[src/rtl/toggle_activity_monitor_if.sv]
// Handshake/result bundle for toggle_activity_monitor.
// res_peak is present only when TOGGLE_MON_PEAK_EN is defined.
interface toggle_activity_monitor_if #(
   parameter int unsigned WIDTH = 4,
   parameter int unsigned WIN_W = 16,
   parameter int unsigned CNT_W = 20
) ();
   localparam int unsigned PCW = $clog2(WIDTH + 1);

   logic             start;
   logic [WIN_W-1:0] win_len;
   logic [WIDTH-1:0] sig_in;
   logic             busy;
   logic             res_valid;
   logic             res_ready;
   logic [CNT_W-1:0] res_toggles;
   logic [CNT_W-1:0] res_ones;
   logic             res_ovf;
`ifdef TOGGLE_MON_PEAK_EN
   logic [PCW-1:0]   res_peak;
`endif

   modport master (
      output start, win_len, sig_in, res_ready,
      input  busy, res_valid, res_toggles, res_ones, res_ovf
`ifdef TOGGLE_MON_PEAK_EN
      , input res_peak
`endif
   );

   modport slave (
      input  start, win_len, sig_in, res_ready,
      output busy, res_valid, res_toggles, res_ones, res_ovf
`ifdef TOGGLE_MON_PEAK_EN
      , output res_peak
`endif
   );
endinterface

[src/rtl/toggle_activity_monitor.sv]
// Counts bit toggles and high-cycles of sig_in over a programmable window and reports
// one saturating result per window. Define TOGGLE_MON_PEAK_EN to add the res_peak output.
module toggle_activity_monitor #(
   parameter int unsigned WIDTH = 4,
   parameter int unsigned WIN_W = 16,
   parameter int unsigned CNT_W = 20
) (
   input logic                      clk,
   input logic                      rst_n,
   toggle_activity_monitor_if.slave mon
);
   localparam int unsigned PCW = $clog2(WIDTH + 1);
   localparam int unsigned CW1 = CNT_W + 1;

   typedef enum logic [1:0] {StIdle, StRun, StReport} state_e;

   state_e           state_q, state_d;
   logic [WIDTH-1:0] prev_q, prev_d;
   logic [WIN_W-1:0] cyc_q, cyc_d;
   logic [CNT_W-1:0] tog_q, tog_d;
   logic [CNT_W-1:0] ones_q, ones_d;
   logic             ovf_q, ovf_d;
   logic [PCW-1:0]   tog_pc, one_pc;
   logic             tog_sat, one_sat;
   logic             accept;

   function automatic logic [PCW-1:0] popcount(input logic [WIDTH-1:0] v);
      logic [PCW-1:0] cnt;
      cnt = '0;
      for (int unsigned i = 0; i < WIDTH; i++) begin
         cnt = cnt + PCW'(v[i]);
      end
      return cnt;
   endfunction

   // Returns {saturated, sum}; the sum clamps at all-ones.
   function automatic logic [CNT_W:0] sat_add(input logic [CNT_W-1:0] acc,
                                              input logic [PCW-1:0]   inc);
      logic [CNT_W:0] sum;
      sum = {1'b0, acc} + CW1'(inc);
      if (sum[CNT_W]) begin
         sum = {1'b1, {CNT_W{1'b1}}};
      end
      return sum;
   endfunction

   assign tog_pc = popcount(mon.sig_in ^ prev_q);
   assign one_pc = popcount(mon.sig_in);
   assign accept = (state_q == StIdle) && mon.start;

   always_ff @(posedge clk or negedge rst_n) begin
      if (!rst_n) begin
         state_q <= StIdle;
         prev_q  <= '0;
         cyc_q   <= '0;
         tog_q   <= '0;
         ones_q  <= '0;
         ovf_q   <= 1'b0;
      end else begin
         state_q <= state_d;
         prev_q  <= prev_d;
         cyc_q   <= cyc_d;
         tog_q   <= tog_d;
         ones_q  <= ones_d;
         ovf_q   <= ovf_d;
      end
   end

   always_comb begin
      state_d = state_q;
      unique case (state_q)
         StIdle: begin
            if (mon.start) begin
               state_d = (mon.win_len == '0) ? StReport : StRun;
            end
         end
         StRun: begin
            if (cyc_q == WIN_W'(1)) begin
               state_d = StReport;
            end
         end
         StReport: begin
            if (mon.res_ready) begin
               state_d = StIdle;
            end
         end
         default: state_d = StIdle;
      endcase
   end

   always_comb begin
      prev_d  = prev_q;
      cyc_d   = cyc_q;
      tog_d   = tog_q;
      ones_d  = ones_q;
      ovf_d   = ovf_q;
      tog_sat = 1'b0;
      one_sat = 1'b0;
      if (accept) begin
         prev_d = mon.sig_in;
         cyc_d  = mon.win_len;
         tog_d  = '0;
         ones_d = '0;
         ovf_d  = 1'b0;
      end else if (state_q == StRun) begin
         {tog_sat, tog_d}  = sat_add(tog_q, tog_pc);
         {one_sat, ones_d} = sat_add(ones_q, one_pc);
         ovf_d  = ovf_q | tog_sat | one_sat;
         prev_d = mon.sig_in;
         cyc_d  = cyc_q - WIN_W'(1);
      end
   end

`ifdef TOGGLE_MON_PEAK_EN
   logic [PCW-1:0] peak_q, peak_d;

   always_ff @(posedge clk or negedge rst_n) begin
      if (!rst_n) begin
         peak_q <= '0;
      end else begin
         peak_q <= peak_d;
      end
   end

   always_comb begin
      peak_d = peak_q;
      if (accept) begin
         peak_d = '0;
      end else if ((state_q == StRun) && (tog_pc > peak_q)) begin
         peak_d = tog_pc;
      end
   end

   assign mon.res_peak = peak_q;
`endif

   always_comb begin
      mon.busy        = (state_q != StIdle);
      mon.res_valid   = (state_q == StReport);
      mon.res_toggles = tog_q;
      mon.res_ones    = ones_q;
      mon.res_ovf     = ovf_q;
   end
endmodule

[src/flat_wrapper.sv]
// flat-port wrapper written by rule: the top's interface ports become plain ports
module toggle_activity_monitor_flat 
#(
   parameter int unsigned WIDTH = 4,
   parameter int unsigned WIN_W = 16,
   parameter int unsigned CNT_W = 20
)
  (clk, rst_n, mon_start, mon_win_len, mon_sig_in, mon_res_ready, mon_busy, mon_res_valid, mon_res_toggles, mon_res_ones, mon_res_ovf);
  toggle_activity_monitor_if #(.WIDTH(WIDTH), .WIN_W(WIN_W), .CNT_W(CNT_W)) mon_i ();
  input logic clk;
  input logic rst_n;
  input wire logic [$bits(mon_i.start)-1:0] mon_start;
  input wire logic [$bits(mon_i.win_len)-1:0] mon_win_len;
  input wire logic [$bits(mon_i.sig_in)-1:0] mon_sig_in;
  input wire logic [$bits(mon_i.res_ready)-1:0] mon_res_ready;
  output wire logic [$bits(mon_i.busy)-1:0] mon_busy;
  output wire logic [$bits(mon_i.res_valid)-1:0] mon_res_valid;
  output wire logic [$bits(mon_i.res_toggles)-1:0] mon_res_toggles;
  output wire logic [$bits(mon_i.res_ones)-1:0] mon_res_ones;
  output wire logic [$bits(mon_i.res_ovf)-1:0] mon_res_ovf;
  assign mon_i.start = mon_start;
  assign mon_i.win_len = mon_win_len;
  assign mon_i.sig_in = mon_sig_in;
  assign mon_i.res_ready = mon_res_ready;
  assign mon_busy = mon_i.busy;
  assign mon_res_valid = mon_i.res_valid;
  assign mon_res_toggles = mon_i.res_toggles;
  assign mon_res_ones = mon_i.res_ones;
  assign mon_res_ovf = mon_i.res_ovf;
  toggle_activity_monitor #(.WIDTH(WIDTH), .WIN_W(WIN_W), .CNT_W(CNT_W)) u_core (.clk(clk), .rst_n(rst_n), .mon(mon_i));
endmodule
[config.mk]
export PLATFORM = sky130hd
export DESIGN_NAME = toggle_activity_monitor_flat
export DESIGN_NICKNAME = d
export VERILOG_FILES = /design/src/rtl/toggle_activity_monitor_if.sv /design/src/rtl/toggle_activity_monitor.sv /design/src/flat_wrapper.sv
export SDC_FILE = /design/constraint.sdc
export NUM_CORES = 1
export LEC_CHECK = 0
export CAP_MARGIN = 20
export CORE_ASPECT_RATIO = 0.8
export CORE_MARGIN = 10
export CORE_UTILIZATION = 45
export CTS_CLUSTER_SIZE = 30
export DETAILED_ROUTE_END_ITERATION = 8
export PLACE_DENSITY = 0.72
export SETUP_SLACK_MARGIN = 0.15
export SYNTH_ARGS = -nofsm -noshare
export SYNTH_HDL_FRONTEND = slang
export SYNTH_SLANG_ARGS = --single-unit
[constraint.sdc]
create_clock -name clk -period 8.05 [get_ports clk]
set_clock_uncertainty 0.2 [all_clocks]
set_input_delay 1.61 -clock clk [delete_from_list [all_inputs] [get_ports clk]]
set_output_delay 1.61 -clock clk [all_outputs]
set_load 0.03 [all_outputs]
## Word level (Yosys, flattened, before mapping)

Cells that the tools add are included.
W data, S select, Z words.

| word-level totals | value |
|---|---|
| register bits after elaboration | 63 |
| latch bits | 0 |
| RAM bits | 0 |
| ROM bits | 0 |
| input port bits | 24 |
| output and inout port bits | 43 |
| word-level logic and storage cells | 51 |
| memories | 0 |

| operators by class | value |
|---|---|
| add/subtract/negate cells | 9 |
| multiply operators | 0 |
| divide/modulo/power cells | 0 |
| magnitude comparators | 0 |
| equality and inequality tests | 6 |
| shift-type cells | 0 |
| mux-type cells | 21 |
| bitwise gates (word level) | 3 |
| reductions and logical operators | 6 |

Operators with widths:

| cell | count |
|---|---|
| $mux W21 | 6 |
| $mux W20 | 4 |
| $add A20 B3 Y21 | 2 |
| $mux W16 | 2 |
| $eq A16 B1 Y1 const B | 1 |
| $logic_not A16 Y1 | 1 |
| $sub A16 B1 Y16 const B | 1 |
| $add A3 B1 Y3 | 4 |
| $mux W2 | 4 |
| $mux W4 | 2 |
| $pmux W2 S3 | 1 |
| $add A1 B1 Y2 | 2 |
| $ne A2 B2 Y1 const B | 2 |
| $reduce_bool A2 Y1 | 2 |
| $xor A4 B4 Y4 | 1 |
| $reduce_and A3 Y1 | 1 |
| $eq A2 B1 Y1 const B | 1 |
| $eq A2 B2 Y1 const B | 1 |
| $logic_not A2 Y1 | 1 |
| $mux W1 | 2 |
| $ne A2 B1 Y1 const B | 1 |
| $or A1 B1 Y1 | 2 |
| $logic_and A1 B1 Y1 | 1 |

## Longest topological paths before layout

Gate-level depths: netlist of run 1.

| depth | value |
|---|---|
| word-level depth | 12 |
| mapped depth | 12 |
| gate-level depth less buffers | 12 |

## Worst setup path before layout of run 1

No wires, ideal clock.

| timing path | value |
|---|---|
| path kind | input -> register |
| start point | input port mon_sig_in[0] |
| end point | register u_core.tog_q[9] (netlist: u_core.mon.res_toggles[9]) |
| setup time | 0.125 ns |
| data arrival time | 4.354 ns |
| required time | 7.725 ns |
| setup slack | 3.370 ns |
| stages | 12 |
| path buffers | 0 |
| path through | xor2_1 > ha_1 > inv_1 > fa_1 > inv_1 > ha_1 > inv_1 > fa_1 > nand2b_1 > a211oi_2 > a211oi_1 > a2111oi_0 |

| between the ends | value |
|---|---|
| longest elaborated chain between the ends | 10 |

Ends and longest elaborated chain:

| element | line | RTL |
|---|---|---|
| from (decl) | flat_wrapper.sv:14 | `input wire logic [$bits(mon_i.sig_in)-1:0] mon_sig_in;` |
| $xor A4 B4 Y4 | toggle_activity_monitor.sv:47 | `assign tog_pc = popcount(mon.sig_in ^ prev_q);` |
| $add A1 B1 Y2 | toggle_activity_monitor.sv:31 | `cnt = cnt + PCW'(v[i]);` |
| $add A3 B1 Y3 (2 in series) | toggle_activity_monitor.sv:31 |  |
| $add A20 B3 Y21 | toggle_activity_monitor.sv:40 | `sum = {1'b0, acc} + CW1'(inc);` |
| $mux W21 | toggle_activity_monitor.sv:41 | `if (sum[CNT_W]) begin` |
| $mux W21 | toggle_activity_monitor.sv:105 | `end else if (state_q == StRun) begin` |
| $mux W21 | toggle_activity_monitor.sv:99 | `if (accept) begin` |
| $mux W20 | toggle_activity_monitor.sv:105 |  |
| $mux W20 | toggle_activity_monitor.sv:99 |  |
| to (signal assigned) | toggle_activity_monitor.sv:63 | `tog_q <= tog_d;` |
| to (decl) | toggle_activity_monitor.sv:20 | `logic [CNT_W-1:0] tog_q, tog_d;` |

No other way between the ends. The select of a mux whose other input is x is not followed.
A chain may end at the register's enable or synchronous reset.

## Worst setup path in the final report of run 1

| timing path | value |
|---|---|
| start point | input port mon_sig_in[0] |
| end point | register u_core.tog_q[12] (netlist: u_core.mon.res_toggles[12]) |

Same word-level chain as after synthesis.

==> impl_metrics.csv, run 1 <==
group,metric,value,unit
clock_tree,htree_levels,3,
synth,avgSynthCellArea,9.29,sq um
clock_tree,cts_tree,"built",
clock_tree,ctsResizeCount,0,
routing,drcViolationCount,0,
routing,wirelength,10800,um
timing,hold_viol_final,0,
timing,tightest_slew,0.933,ns
setup_path,max_stage_delay,0.68,ns
cells_and_area,instances_no_fill,600,
synth,netlist_area,0.00394,sq mm
routing,drtIter0Drc,241,
synth,synth_flop_cell,"dfrtp_1",
setup_path,cp-end-kind,"flop",
cells_and_area,area_growth,24.5,%
cells_and_area,seq_area,0.00158,sq mm
routing,drtPass1Iterations,5,
grt,grt_pass1_wl,18500,um
setup_path,path_cells,"clkdlybuf4s50_1, xor2_1, ha_1, inv_1, fa_1, inv_1, ha_1, inv_1, fa_1, nand2b_1, a211oi_2, nand2_1, o221ai_1",
power,p_leak,1.89,nW
clock_tree,cts_buffers,9,
cells_and_area,antennaDiodeCount,0,
cells_and_area,fillers,733,
clock_tree,clk_latency,0.35,ns
setup_path,critPathKind,"input pin to flop",
synth,synth_nets,464,
clock_tree,cts_hold_buf,0,
setup_path,critPathRequiredTime,8.11,ns
timing,setup-violations-final,0,
routing,wl_per_cell,17.9,um
timing,drv_slew,0,
clock_tree,cts.clk_slew.worst_paths,0.07,ns
setup_path,worstPathMaxFanout,10,
power,vdd_drop_max,0.000202,V
grt,overflow,0,
routing,vias_per_cell,6.09,
synth,synth_seq_cells,63,
hold_path,min_from,"u_core.mon.res_ovf",
synth,synth_top_family_by_area,"compound AO/OA/AOI/OAI gates",
timing,max_slew_margin,0.378,
clock_tree,cts_max_path_buffers,2,
grt,grt_pass1_vias,3570,
job,drv_cap,0,
setup_path,startpoint_type,"input pin",
timing,holdWs,0.308,ns
cells_and_area,final_common_cell,"clkdlybuf4s50_1",
cells_and_area,final_cell_mix,"65 x clkdlybuf4s50_1, 63 x dfrtp_1, 38 x nand2_1",
timing,tns,0,ns
setup_path,r2r_start,"u_core.prev_q[0]",
synth,synth_compound_area_frac,0.253,
timing,max_freq,189,MHz
grt,grt_usage,0.166,
setup_path,path_buf_inv,4,
floorplan,die_y,104,um
setup_path,crit_start,"mon_sig_in[0]",
synth,postSynthCellCount,424,
routing,ant_nets,0,
cells_and_area,nNetsFinal,523,
floorplan,coreArea,0.00852,sq mm
clock_tree,clock_sinks,63,
clock_tree,clock-root-buffer,"clkbuf_8",
power,power_density,258,mW/mm^2
grt,antenna_found_initial,0,
status,status,"complete, no violations",
floorplan,design.die.area,0.0129,sq mm
synth,async_flop_share,1.00,
floorplan,placementRows,30,
floorplan,io_pins,67,
grt,grt_max_degree,64,
hold_path,min_path_type,"flop to flop",
synth,synth_enable_flop_cells,0,
cells_and_area,post-route-util,0.575,
routing,num_vias,3656,
synth,synthSimpleGateAreaFrac,0.212,
setup_path,cpLargestDelayFamily,"adder cells",
cells_and_area,drive_gt1_frac,0.0717,
placement,gp_congestion,0.870,
timing,finalCriticalPeriod,5.29,ns
clock_tree,post_cts_buffers,0,
timing,rsz0062_at_grt,"no",
synth,synthXorXnorAreaFrac,0.0133,
placement,place_inst,584,
synth,ys_seq_area_frac,0.400,
setup_path,slowest_stage,"a211oi_2",
synth,synth.distinct_cells,65,
synth,synth-adder-area-share,0.0584,
placement,portBuffers,66,
setup_path,path_common_cell,"inv_1",
placement,hpwl,7670,um
timing,finalCritPeriodShare,0.657,
floorplan,die_w,125,um
setup_path,r2r_setup_slack,4.12,ns
setup_path,cp.arrival,5.35,ns
floorplan,initial_utilization,0.462,
synth,synthMuxAreaShare,0.0108,
synth,synth_warnings,0,
cells_and_area,multiInputGateArea,0.00216,sq mm
## layer usage
layer  track usage  up-vias  wire (um)
met5             0        -          0
met1         0.232     1774       5080
met2         0.243      111       4850
met4        0.0465        0         95
li1              -     1763          -
met3        0.0464        8        729
## cell usage after synthesis (2+ instances only)
library cell  count  area, sq um
a2111oi_0         3         26.3
a211o_1           4         35.0
a211oi_1         14          105
a21boi_0          4         30.0
a21o_1            4         30.0
a21oi_1          19         95.1
a221o_1           4         40.0
a22oi_1           6         45.0
a2bb2oi_1         2         17.5
a311oi_1          2         17.5
a31oi_1           9         56.3
a41oi_1           6         52.6
and3_1            5         31.3
and4_1            4         35.0
buf_1             3         11.3
buf_2             4         20.0
buf_6             2         22.5
clkbuf_1         12         45.0
dfrtp_1          63         1580
fa_1              4         80.1
ha_1             12          150
inv_1            25         93.8
mux2_2            2         22.5
mux2i_1           2         20.0
nand2_1          38          143
nand2b_1          4         25.0
nand3_1          19         95.1
nand4_1           7         43.8
nor2_1           14         52.6
nor2b_1           4         25.0
nor3_1           19         95.1
nor3b_1           2         15.0
nor4_1           10         62.6
o211ai_1         19          143
o21ai_0          15         75.1
o22ai_1           3         18.8
o311a_1           2         20.0
o311ai_0          7         61.3
o311ai_1          3         26.3
or2_2             3         18.8
or3_1             9         56.3
or4_1             4         30.0
xnor2_1           4         35.0
xor2_1            2         17.5
## cells by family after synthesis
logic type / after synthesis
compound gates: 135
xor+xnor: 6
fa+ha+maj: 16
buf+inv: 48
flops: 63
mux: 4
simple gates: 152
## worst reg2reg max path: cells and delay by family, from the launching register on
kind	cells	cell delay (ns)
buffers and inverters	3	0.22
DFF	1	0.39
AOI/OAI and AO/OA	2	0.96
xor gates and xnor gates	1	0.17
adders and majority gates	4	1.29
and+or+nand+nor	2	0.62
## registers in the layout, summed over array words and instances (netlist names)
register / count
u_core.mon.res_ones: 20
u_core.mon.res_toggles: 20
u_core.cyc_q: 16
u_core.prev_q: 4
u_core.state_q: 2
u_core.mon.res_ovf: 1
## metrics by stage
stage	worst slack (ns)	power, W	cell area (sq um)
finish	2.76	0.00127	4900
global placement	2.65	0.000920	4670
global route	2.42	0.00134	4900
CTS	2.82	0.00127	4900
detailed placement	2.45	0.000936	4670
floorplan	3.37	0.000758	3940
## power breakdown
group | switching (W) | internal [W] | total (W) | leakage [nW]
Clock | 0.000129 | 0.000205 | 0.000334 | 0.120
Combinational | 0.000266 | 0.000197 | 0.000463 | 0.987
Sequential | 0.0000903 | 0.000379 | 0.000470 | 0.783
Total | 0.000485 | 0.000782 | 0.00127 | 1.89
## final timing paths
check                                             end  depth (start not counted)
setup / recovery           u_core.mon.res_toggles[12]                         13
hold / removal                     u_core.mon.res_ovf                          2
setup reg to reg           u_core.mon.res_toggles[12]                         12
hold reg to reg                    u_core.mon.res_ovf                          2
max in group asynchronous     u_core.mon.res_ones[11]                          2
min in group asynchronous      u_core.mon.res_ones[7]                          2
## final cells by class
| class | count | area share |
|---|---|---|
| multi-input cells | 313 | 0.441 |
| flip-flops and latches | 63 | 0.322 |
| repair buffers | 71 | 0.141 |
| well taps | 112 | 0.0286 |
| clock buffers | 10 | 0.0260 |
| clock inverters | 6 | 0.0222 |
| inverters | 25 | 0.0191 |
Power figures use the tool's default switching activity.
==> run 2: changes to the inputs <==
clock period = 5.2 ns   (was 8.05 ns; I/O delays follow)
==> impl_metrics.csv, run 2 (synthesis gave the netlist of run 1 again) <==
group,metric,value,unit
setup_path,endpoint,"u_core.mon.res_toggles[14]",
placement,gp_congestion,0.875,
setup_path,r2r_setup_slack,1.44,ns
grt,overflow,0,
floorplan,design.die.area,0.0129,sq mm
grt,antenna_found_initial,0,
routing,ant_nets,0,
cells_and_area,final_area,0.00492,sq mm
power,vdd_drop_max,0.000254,V
clock_tree,clk_latency,0.34,ns
routing,drtPass1Iterations,5,
power,power_density,396,mW/mm^2
clock_tree,ctsResizeCount,0,
timing,finalCriticalPeriod,4.55,ns
clock_tree,clock-root-buffer,"clkbuf_8",
timing,hold_viol_final,0,
timing,max_freq,220,MHz
setup_path,startpoint_type,"input pin",
timing,drv_slew,0,
timing,finalCritPeriodShare,0.874,
routing,wl_per_cell,17.8,um
setup_path,reg2reg_depth,12,
placement,hpwl,7660,um
cells_and_area,area_growth,24.9,%
job,drv_cap,0,
floorplan,die_y,104,um
clock_tree,htree_levels,3,
cells_and_area,antennaDiodeCount,0,
clock_tree,clock_sinks,63,
grt,grt_max_degree,42,
floorplan,initial_utilization,0.462,
floorplan,die_w,125,um
clock_tree,cts.clk_slew.worst_paths,0.06,ns
clock_tree,cts_hold_buf,0,
routing,wirelength,10700,um
grt,grt_pass1_wl,18400,um
power,p_leak,1.90,nW
clock_tree,cts_buffers,9,
setup_path,critPathRequiredTime,5.24,ns
setup_path,r2r_start,"u_core.prev_q[0]",
hold_path,min_path_type,"flop to flop",
routing,drtIter0Drc,311,
setup_path,timing.rr.end,"u_core.mon.res_toggles[14]",
placement,portBuffers,66,
setup_path,cp-end-kind,"flop",
cells_and_area,final_common_cell,"clkdlybuf4s50_1",
grt,grt_pass1_vias,3645,
setup_path,worstPathMaxFanout,7,
grt,grt_usage,0.165,
timing,tightest_slew,0.937,ns
clock_tree,cts_tree,"built",
status,status,"complete, no violations",
setup_path,critPathKind,"input pin to flop",
cells_and_area,nNetsFinal,526,
routing,num_vias,3729,
clock_tree,cts_max_path_buffers,2,
cells_and_area,drive_gt1_frac,0.0776,
routing,vias_per_cell,6.19,
timing,max_slew_margin,0.376,
placement,dpl_cell_area,0.00468,sq mm
clock_tree,post_cts_buffers,0,
setup_path,cp.arrival,4.58,ns
cells_and_area,final_cell_mix,"65 x clkdlybuf4s50_1, 63 x dfrtp_1, 38 x nand2_1",
timing,rsz0062_at_grt,"no",
floorplan,coreArea,0.00852,sq mm
floorplan,io_pins,67,
cells_and_area,post-route-util,0.577,
floorplan,placementRows,30,
timing,setup-violations-final,0,
timing,tns,0,ns
routing,drcViolationCount,0,
setup_path,crit_start,"mon_sig_in[0]",
-- run 2: changes by cell type in the layout (fill, tap and decap cells not counted), sizes merged --
cell and change:
bufinv -1, clkbuf +3, clkinv -2, buf +2
-- run 2: layout make-up --
cell class,count,area [sq um]
Clock buffer,12,165
Clock inverter,3,65.1
Fill cell,753,3600
Inverter,25,93.8
Multi-Input combinational cell,313,2160
Sequential cell,63,1580
Tap cell,112,140
Timing Repair Buffer,74,716
-- run 2: routing by layer --
layer	share of wire	vias to the layer above	track usage
li1	-	1774	-
met1	0.47	1827	0.223
met2	0.46	123	0.253
met3	0.070	5	0.0545
met4	0.0044	0	0.0299
met5	0	-	0
-- run 2: worst min-delay path by stage --
| stage | from | end | slack (ns) | depth (start not counted) |
|---|---|---|---|---|
| after floorplan | u_core.prev_q[2] | u_core.prev_q[2] | 0.27 | 2 |
| after global placement | u_core.prev_q[3] | u_core.prev_q[3] | 0.29 | 2 |
| after detailed placement | u_core.mon.res_ovf | u_core.mon.res_ovf | 0.27 | 2 |
| after CTS | u_core.mon.res_ovf | u_core.mon.res_ovf | 0.29 | 2 |
| after global routing | u_core.cyc_q[15] | u_core.cyc_q[15] | 0.34 | 1 |
| final | u_core.mon.res_ovf | u_core.mon.res_ovf | 0.28 | 2 |
-- run 2: stage by stage --
| stage | instances | total power (W) | worst slack (ns) | hold slack (ns) |
|---|---|---|---|---|
| 3_5_place_dp | 586 | 0.00145 | 0.378 | 0.275 |
| 3_3_place_gp | 586 | 0.00143 | 0.459 | 0.285 |
| 4_1_cts | 601 | 0.00196 | 0.662 | 0.291 |
| 2_1_floorplan | 424 | 0.00117 | 1.09 | 0.270 |
| 5_1_grt | 602 | 0.00207 | 0.389 | 0.336 |
| 6_report | 602 | 0.00195 | 0.654 | 0.283 |
-- run 2: critical path, cell delays in order --
cell	delay, ns
clkdlybuf4s50_1	0.51
xor2_1	0.17
ha_1	0.26
inv_1	0.08
fa_1	0.42
inv_1	0.08
ha_1	0.19
inv_1	0.07
fa_1	0.39
nand2b_1	0.30
a2111oi_4	0.60
a41oi_1	0.19
a311oi_1	0.28
-- run 2: power breakdown --
group	internal [W]	total, W	leakage, nW	switching, W
combinational	0.000313	0.000728	1.00	0.000415
sequential	0.000588	0.000727	0.783	0.000139
clock	0.000306	0.000492	0.118	0.000186
total	0.00121	0.00195	1.90	0.000740
==> run 3: changes to the inputs <==
CORE_ASPECT_RATIO = 1.25   (was 0.8)
==> impl_metrics.csv, run 3 (synthesis gave the netlist of run 1 again) <==
group,metric,value,unit
status,status,"complete, no violations",
cells_and_area,drive_gt1_frac,0.0735,
clock_tree,clock_sinks,63,
clock_tree,cts.clk_slew.worst_paths,0.06,ns
timing,setup-violations-final,0,
clock_tree,cts_buffers,9,
floorplan,coreArea,0.00861,sq mm
cells_and_area,nNetsFinal,527,
routing,vias_per_cell,6.03,
grt,overflow,0,
routing,drcViolationCount,0,
grt,grt_usage,0.169,
floorplan,design.die.area,0.0129,sq mm
power,vdd_drop_max,0.000207,V
timing,tightest_slew,0.919,ns
routing,num_vias,3678,
routing,wirelength,10800,um
routing,ant_nets,0,
timing,max_slew_margin,0.387,
setup_path,startpoint_type,"input pin",
routing,drtIter0Drc,261,
timing,finalCritPeriodShare,0.875,
routing,drtPass1Iterations,4,
floorplan,io_pins,67,
grt,grt_pass1_vias,3720,
clock_tree,cts_hold_buf,0,
cells_and_area,instances_no_fill,610,
clock_tree,cts_tree,"built",
placement,pre_cts_ws,0.285,ns
clock_tree,htree_levels,3,
cells_and_area,final_common_cell,"clkdlybuf4s50_1",
placement,hpwl,7740,um
timing,holdWs,0.307,ns
placement,portBuffers,66,
timing,fin_ws,0.649,ns
setup_path,slowest_stage,"a211oi_2",
power,p_leak,1.88,nW
setup_path,max_stage_delay,0.57,ns
setup_path,worstPathMaxFanout,7,
floorplan,die_y,125,um
setup_path,cp.arrival,4.62,ns
clock_tree,ctsResizeCount,0,
clock_tree,clock-root-buffer,"clkbuf_8",
setup_path,critPathKind,"input pin to flop",
setup_path,path_common_cell,"inv_1",
power,power,0.00183,W
setup_path,path_cells,"clkdlybuf4s50_1, xor2_1, ha_1, inv_1, fa_1, inv_1, ha_1, inv_1, fa_1, nand2b_1, a211oi_2, nand2_1, a31oi_1",
timing,max_freq,220,MHz
floorplan,die_w,104,um
cells_and_area,final_cell_mix,"65 x clkdlybuf4s50_1, 63 x dfrtp_1, 38 x nand2_1",
cells_and_area,fillers,797,
routing,wl_per_cell,17.8,um
floorplan,initial_utilization,0.458,
cells_and_area,area_growth,23.6,%
clock_tree,post_cts_buffers,0,
timing,rsz0062_at_grt,"no",
power,power_density,375,mW/mm^2
timing,finalCriticalPeriod,4.55,ns
placement,place_inst,595,
grt,antenna_found_initial,0,
setup_path,cp-end-kind,"flop",
setup_path,critPathRequiredTime,5.27,ns
clock_tree,cts_max_path_buffers,2,
clock_tree,clk_latency,0.36,ns
hold_path,min_path_type,"flop to flop",
job,drv_cap,0,
grt,grt_max_degree,42,
cells_and_area,antennaDiodeCount,0,
timing,tns,0,ns
placement,gp_congestion,0.885,
floorplan,placementRows,38,
timing,hold_viol_final,0,
grt,grt_pass1_wl,18400,um
timing,drv_slew,0,
run 3: changes by cell type in the layout (fill, tap and decap cells not counted):
cell	previous run	this run
clkbuf_1	0	2
clkbuf_4	1	0
clkbuf_8	12	11
buf_4	7	9
bufinv_16	2	0
run 3: final cells by class:
| class | count | area (sq um) | share of cell area |
|---|---|---|---|
| Clock buffer | 13 | 159 | 0.0326 |
| Clock inverter | 1 | 5.00 | 0.00103 |
| Inverter | 25 | 93.8 | 0.0193 |
| Multi-Input combinational cell | 313 | 2160 | 0.444 |
| Sequential cell | 63 | 1580 | 0.324 |
| Tap cell | 120 | 150 | 0.0308 |
| Timing Repair Buffer | 75 | 723 | 0.149 |
run 3: through the flow:
stage	util	area, sq um
after CTS	0.565	4860
after detailed placement	0.546	4700
after global routing	0.566	4870
after global placement	0.546	4700
after floorplan	-	3940
final	0.566	4870
run 3: worst paths after layout:
path / slack (ns) / to / from / cells past startpoint
min in group asynchronous: 0.47 / u_core.cyc_q[6] / rst_n / 1
worst min register to register: 0.31 / u_core.prev_q[2] / u_core.prev_q[2] / 2
max in group asynchronous: 3.39 / u_core.mon.res_toggles[6] / rst_n / 2
worst min-delay path: 0.31 / u_core.prev_q[2] / u_core.prev_q[2] / 2
worst max register to register: 1.43 / u_core.mon.res_toggles[17] / u_core.prev_q[0] / 12
worst max-delay path: 0.65 / u_core.mon.res_toggles[17] / mon_sig_in[0] / 13
run 3: layer usage:
metal  track usage  vias up  part of all wire
met1         0.204     1800              0.43
li1              -     1760                 -
met3        0.0424       17             0.051
met4        0.0623        0             0.018
met2         0.284      101              0.50
met5             0        -                 0
run 3: power breakdown:
part | total [W] | leakage [nW] | switching, W | internal (W)
Sequential | 0.000722 | 0.783 | 0.000135 | 0.000588
Combinational | 0.000722 | 1.01 | 0.000409 | 0.000313
Clock | 0.000383 | 0.0854 | 0.000189 | 0.000193
run 3: worst max-delay path, delay by kind of cell:
family	cells	cell delay, ns
adder cells (fa/ha/maj)	4	1.23
AO/OA/AOI/OAI	2	0.83
buffers and inverters	4	0.73
AND/OR/NAND/NOR	2	0.60
XOR/XNOR	1	0.17
